## src/rtl/div_pkg.sv

```systemverilog
// Shared definitions for the sequential divider: controller states, iteration
// count and the ALU flag bundle.
package div_pkg;

    typedef enum logic [2:0] {
        S_IDLE = 3'd0,
        S_PREP = 3'd1,
        S_ITER = 3'd2,
        S_FIX  = 3'd3,
        S_DONE = 3'd4
    } div_state_e;

    localparam int DIV_ITERS = 32;

    typedef struct packed {
        logic z;
        logic n;
        logic c;
        logic v;
    } div_flags_t;

endpackage

```

## src/rtl/div_step.sv

```systemverilog
// One restoring-division step: shift the dividend MSB into the partial
// remainder and subtract the divisor if it fits.
module div_step #(
    parameter int WIDTH = 32
) (
    input  logic [WIDTH-1:0] rem_i,
    input  logic             msb_i,
    input  logic [WIDTH-1:0] dvsr_i,
    output logic [WIDTH-1:0] rem_o,
    output logic             qbit_o
);

    logic [WIDTH:0] shifted_s;

    // Compare at WIDTH+1 bits; the subtraction result fits in WIDTH bits
    // because the incoming remainder is always below the divisor.
    always_comb begin
        shifted_s = {rem_i, msb_i};
        qbit_o    = (shifted_s >= {1'b0, dvsr_i});
        if (qbit_o) begin
            rem_o = shifted_s[WIDTH-1:0] - dvsr_i;
        end else begin
            rem_o = shifted_s[WIDTH-1:0];
        end
    end

endmodule

```

## src/rtl/div_seq_ctrl.sv

```systemverilog
// Multi-cycle restoring divider sequencer: start/ready handshake, signed
// pre/post-processing, registered quotient/residue/flags and a done pulse.
module div_seq_ctrl
    import div_pkg::*;
#(
    parameter int WIDTH = DIV_ITERS,
    parameter int CNT_W = 6
) (
    input  logic             clk,
    input  logic             rst,
    input  logic             start,
    input  logic [WIDTH-1:0] A,
    input  logic [WIDTH-1:0] B,
    input  logic             sign,
    output logic             ready,
    output logic             done,
    output logic [WIDTH-1:0] quotient,
    output logic [WIDTH-1:0] residue,
    output logic             Z,
    output logic             N,
    output logic             C,
    output logic             V
);

    div_state_e       state_q, state_d;
    logic [WIDTH-1:0] a_q, a_d, b_q, b_d;
    logic             sign_q, sign_d;
    logic [WIDTH-1:0] dvsr_q, dvsr_d, dvnd_q, dvnd_d;
    logic [WIDTH-1:0] rem_q, rem_d, quo_q, quo_d;
    logic [CNT_W-1:0] cnt_q, cnt_d;
    logic             q_neg_q, q_neg_d, r_neg_q, r_neg_d;
    logic             dbz_q, dbz_d, ovf_q, ovf_d;
    logic [WIDTH-1:0] quotient_q, quotient_d, residue_q, residue_d;
    div_flags_t       flags_q, flags_d;
    logic             ready_q, ready_d, done_q, done_d;

    logic [WIDTH-1:0] step_rem_s, q_fix_s, r_fix_s;
    logic             step_qbit_s;

    div_step #(.WIDTH(WIDTH)) u_step (
        .rem_i  (rem_q),
        .msb_i  (dvnd_q[WIDTH-1]),
        .dvsr_i (dvsr_q),
        .rem_o  (step_rem_s),
        .qbit_o (step_qbit_s)
    );

    // Sign correction of the unsigned datapath result.
    always_comb begin
        if (q_neg_q) begin
            q_fix_s = -quo_q;
        end else begin
            q_fix_s = quo_q;
        end
        if (r_neg_q) begin
            r_fix_s = -rem_q;
        end else begin
            r_fix_s = rem_q;
        end
    end

    // Next-state and datapath-register update logic.
    always_comb begin
        state_d    = state_q;
        a_d        = a_q;
        b_d        = b_q;
        sign_d     = sign_q;
        dvsr_d     = dvsr_q;
        dvnd_d     = dvnd_q;
        rem_d      = rem_q;
        quo_d      = quo_q;
        cnt_d      = cnt_q;
        q_neg_d    = q_neg_q;
        r_neg_d    = r_neg_q;
        dbz_d      = dbz_q;
        ovf_d      = ovf_q;
        quotient_d = quotient_q;
        residue_d  = residue_q;
        flags_d    = flags_q;
        case (state_q)
            S_IDLE: begin
                if (start) begin
                    a_d     = A;
                    b_d     = B;
                    sign_d  = sign;
                    state_d = S_PREP;
                end else begin
                    state_d = S_IDLE;
                end
            end
            S_PREP: begin
                if (sign_q && a_q[WIDTH-1]) begin
                    dvsr_d = -a_q;
                end else begin
                    dvsr_d = a_q;
                end
                if (sign_q && b_q[WIDTH-1]) begin
                    dvnd_d = -b_q;
                end else begin
                    dvnd_d = b_q;
                end
                q_neg_d = sign_q & (a_q[WIDTH-1] ^ b_q[WIDTH-1]);
                r_neg_d = sign_q & b_q[WIDTH-1];
                rem_d   = '0;
                quo_d   = '0;
                cnt_d   = '0;
                ovf_d   = sign_q && (b_q == {1'b1, {(WIDTH-1){1'b0}}}) && (a_q == '1);
                dbz_d   = (a_q == '0);
                if (a_q == '0) begin
                    state_d = S_FIX;
                end else begin
                    state_d = S_ITER;
                end
            end
            S_ITER: begin
                rem_d  = step_rem_s;
                quo_d  = {quo_q[WIDTH-2:0], step_qbit_s};
                dvnd_d = {dvnd_q[WIDTH-2:0], 1'b0};
                cnt_d  = cnt_q + CNT_W'(1);
                if (cnt_q == CNT_W'(WIDTH - 1)) begin
                    state_d = S_FIX;
                end else begin
                    state_d = S_ITER;
                end
            end
            S_FIX: begin
                if (dbz_q) begin
                    quotient_d = '1;
                    residue_d  = b_q;
                    flags_d    = '{z: 1'b0, n: 1'b0, c: 1'b1, v: 1'b0};
                end else begin
                    quotient_d = q_fix_s;
                    residue_d  = r_fix_s;
                    flags_d.z  = (q_fix_s == '0);
                    flags_d.n  = sign_q & q_fix_s[WIDTH-1];
                    flags_d.c  = 1'b0;
                    flags_d.v  = ovf_q;
                end
                state_d = S_DONE;
            end
            S_DONE: begin
                state_d = S_IDLE;
            end
            default: begin
                state_d = S_IDLE;
            end
        endcase
        ready_d = (state_d == S_IDLE);
        done_d  = (state_d == S_DONE);
    end

    // State and datapath registers with synchronous reset.
    always_ff @(posedge clk) begin
        if (rst) begin
            state_q    <= S_IDLE;
            a_q        <= '0;
            b_q        <= '0;
            sign_q     <= 1'b0;
            dvsr_q     <= '0;
            dvnd_q     <= '0;
            rem_q      <= '0;
            quo_q      <= '0;
            cnt_q      <= '0;
            q_neg_q    <= 1'b0;
            r_neg_q    <= 1'b0;
            dbz_q      <= 1'b0;
            ovf_q      <= 1'b0;
            quotient_q <= '0;
            residue_q  <= '0;
            flags_q    <= '0;
            ready_q    <= 1'b1;
            done_q     <= 1'b0;
        end else begin
            state_q    <= state_d;
            a_q        <= a_d;
            b_q        <= b_d;
            sign_q     <= sign_d;
            dvsr_q     <= dvsr_d;
            dvnd_q     <= dvnd_d;
            rem_q      <= rem_d;
            quo_q      <= quo_d;
            cnt_q      <= cnt_d;
            q_neg_q    <= q_neg_d;
            r_neg_q    <= r_neg_d;
            dbz_q      <= dbz_d;
            ovf_q      <= ovf_d;
            quotient_q <= quotient_d;
            residue_q  <= residue_d;
            flags_q    <= flags_d;
            ready_q    <= ready_d;
            done_q     <= done_d;
        end
    end

    assign ready    = ready_q;
    assign done     = done_q;
    assign quotient = quotient_q;
    assign residue  = residue_q;
    assign Z        = flags_q.z;
    assign N        = flags_q.n;
    assign C        = flags_q.c;
    assign V        = flags_q.v;

endmodule

```

## config.mk

```make
export PLATFORM = sky130hd
export DESIGN_NAME = div_seq_ctrl
export DESIGN_NICKNAME = d
export VERILOG_FILES = /design/src/rtl/div_pkg.sv /design/src/rtl/div_step.sv /design/src/rtl/div_seq_ctrl.sv
export SDC_FILE = /design/constraint.sdc
export NUM_CORES = 1
export LEC_CHECK = 0
export BUFFER_PORTS_ARGS = -buffer_cell sky130_fd_sc_hd__buf_2
export CAP_MARGIN = 10
export CORE_UTILIZATION = 47
export DETAILED_ROUTE_END_ITERATION = 8
export PLACE_DENSITY = 0.74
export SYNTH_ARGS = -nofsm -noshare
export SYNTH_HDL_FRONTEND = slang
export SYNTH_SLANG_ARGS = --single-unit
```

## constraint.sdc

```tcl
create_clock -name clk -period 5.7 [get_ports clk]
set_input_delay 0.285 -clock clk [delete_from_list [all_inputs] [get_ports clk]]
set_output_delay 0.285 -clock clk [all_outputs]
set_load 0.005 [all_outputs]
```

==> flow_summary.toml <==
[status]
status = "complete, no violations"

[clock_network]
clockBufferDepth = 3
htree_levels = 1
clk_pin_slew_ps = 60
clock_latency_ps = 580
clock-root-buffer = "clkbuf_16"
postCtsSetupBuffers = 0
numCtsBuffers = 30
cts_resized = 0
cts_tree = "done"
clock_sinks = 276
hold_buffers = 64

[floorplan]
die_height_um = 179
die_x_um = 179
fp.dieArea_um2 = 31900
initial_core_util_pct = 47.9
io_pins = 138
core-area_um2 = 30600
core.rowCount = 64

[logic_synthesis]
synth_top_family_by_area = "compound AO/OA/AOI/OAI gates"
syn_nets = 2015
yosys-top-cells-count = "nand2_1, dfxtp_1, a21oi_1"
synth-simple-area-share_pct = 20.8
yosysMostFrequentCell = "nand2_1"
synth_seq_cells = 276
yosysSeqAreaShare_pct = 37.7
synth_mux_area_share_pct = 0.342
syn_area_um2 = 14600
synth_top_area_cell = "dfxtp_1"
synth_top_area_share_pct = 37.7
synthTopCellsByArea = "dfxtp_1, nand2_1, a21oi_1"
ys_warn_count = 0
synth_compound_area_share_pct = 24.2
ys_types = 69
synthArstFlopShare_pct = 0
synth_xor_area_share_pct = 8.67
synthFlopType = "dfxtp_1"
postSynthCellCount = 1908
yosys.area_share.adder_pct = 3.38
postSynthAreaPerCell_um2 = 7.68
synth-edff-count = 0

[routing]
first_pass_iters = 5
drc = 0
dr_wl_met3_um = 2430
met1_length_um = 18000
drt_iter0_markers = 1008
final_antenna_net_count = 0
vias = 13900
avgViaCountPerCell = 5.70
wl_met2_um = 18200
dr.max_layer_used = "met4"
wirelength_um = 39700
wl_per_cell_um = 16.3

[timing]
setup_viol = 0
setup_tns_ps = 0
tightest_slew_ps = 1110
period_minus_slack_ps = 3730
clock_skew_ps = 14.5
finalHoldViolCount = 0
slew_viol_final = 0
relSlewSlack_pct = 26.3
period_share_pct = 65.4
fmax_mhz = 268
grt_setup_unrepaired = "no"

[global_route]
grt_start_max_net_pins = 100
grt_pass1_vias = 12800
track_usage_pct = 24.3
antenna_found_initial = 0
gr-total-overflow = 0
grt_pass1_wl_um = 63400

[critical_path]
rrSetupSlack_ps = 1970
crit_path_frequent_cell = "a211oi_1"
cp_max_fo = 35
crit_start = "rem_q[0]$_SDFFE_PP0P_"
cp-end-kind = "register"
slowest_stage = "a21oi_4"
cp.arrival_ps = 4180
cp.required_ps = 6160
max_stage_delay_ps = 730
path_cells = "ha_1, nor2b_1, o31ai_1, a211oi_1, o21ai_1, a211oi_1, a21oi_4, buf_4, o21ai_0, a22o_1"
r2r-start = "rem_q[0]$_SDFFE_PP0P_"
critical_path_class = "register to register"
crit_path_start_kind = "register"

[run]
maxCapViolCount = 0

[place]
dpl.hpwl_um = 27200
gp_congestion = 0.924
numPortBuffers = 137
placedInstanceArea_um2 = 15500

[final_layout]
fin_area_um2 = 17100
final_nets = 2131
drive_above_1_share_pct = 10.8
area_growth_pct = 16.6
insertedDiodeCount = 0

[worst_hold_path]
min_from = "B[1]"
hold_path.class = "input pin to register"

[power]
powerDensity_nw_per_um2 = 300
p_leak_nw = 6.73
ir_drop_mv = 0.241
[metrics by stage]
step                util (%)  setup WS, ps  cells  hold slack (ps)  total power, mW
floorplan                  -          2790   1908              421             2.95
global placement        50.6          2180   2324              440             3.22
detailed placement      50.6          2020   2324              445             3.24
CTS                     55.8          2000   2439             22.9             5.13
global route            55.8          1710   2439             40.6             5.35
finish                  55.8          1970   2439             51.8             5.12
[path summary, 6_finish.rpt]
path | to | cells after the start
hold reg to reg | dvnd_q[2]$_SDFFE_PP0P_ | 2
setup reg to reg | rem_q[10]$_SDFFE_PP0P_ | 10
setup / recovery | rem_q[10]$_SDFFE_PP0P_ | 10
hold / removal | b_q[1]$_SDFFE_PP0P_ | 3
[final cells by class]
| type | instances | area, µm² |
|---|---|---|
| fillers | 2835 | 13500 |
| inverters | 52 | 195 |
| flip-flops and latches | 276 | 5530 |
| clock inverters | 4 | 47.5 |
| well taps | 396 | 495 |
| multi-input cells | 1448 | 8460 |
| clock buffers | 47 | 905 |
| repair buffers | 216 | 1450 |
[routing by layer]
layer / track usage (%) / vias up
met5: 0 / -
met4: 7.42 / 0
met3: 3.88 / 65
met2: 39.8 / 379
met1: 32.8 / 6514
li1: - / 6939
[cells in the final DEF, fill, tap and decap left out, types with 35 or more instances in the layout]
master / netlist / routed
nand2_1: 355 / 355
dfxtp_1: 276 / 275
a21oi_1: 190 / 189
nor2_1: 165 / 164
buf_2: 2 / 136
o21ai_0: 111 / 111
xor2_1: 75 / 75
xnor2_1: 70 / 70
a22oi_1: 64 / 64
dlygate4sd3_1: 0 / 64
inv_1: 52 / 52
ha_1: 38 / 38
a211oi_1: 35 / 35
o22ai_1: 35 / 35
[power by group]
| part | internal, mW | total (mW) | switching (mW) |
|---|---|---|---|
| logic | 0.435 | 1.14 | 0.706 |
| registers | 2.01 | 2.11 | 0.100 |
| clock network | 1.08 | 1.87 | 0.789 |
| total | 3.52 | 5.12 | 1.60 |
[kinds of logic after synthesis]
kind of cell	after synthesis
simple gates	692
fa+ha+maj	39
compound gates	567
buf+inv	184
mux	5
flops	276
xor+xnor	145
[sequential cells by signal, summed over array words and instances, names as in the netlist, 3 cells and up]
signal	flops
a_q	32
dvsr_q	32
cnt_q	6
b_q	32
dvnd_q	32
residue	32
rem_q	32
quo_q	32
quotient	32
state_q	3
[worst max-delay path: cells and delay by family, from the launching register on]
kind / cells / cell delay, ps
buffers and inverters: 1 / 340
AND/OR/NAND/NOR: 1 / 160
adder cells (fa/ha/maj): 1 / 290
flip-flops: 1 / 450
AO/OA/AOI/OAI: 7 / 2350
(Power assumes the default switching activity.)
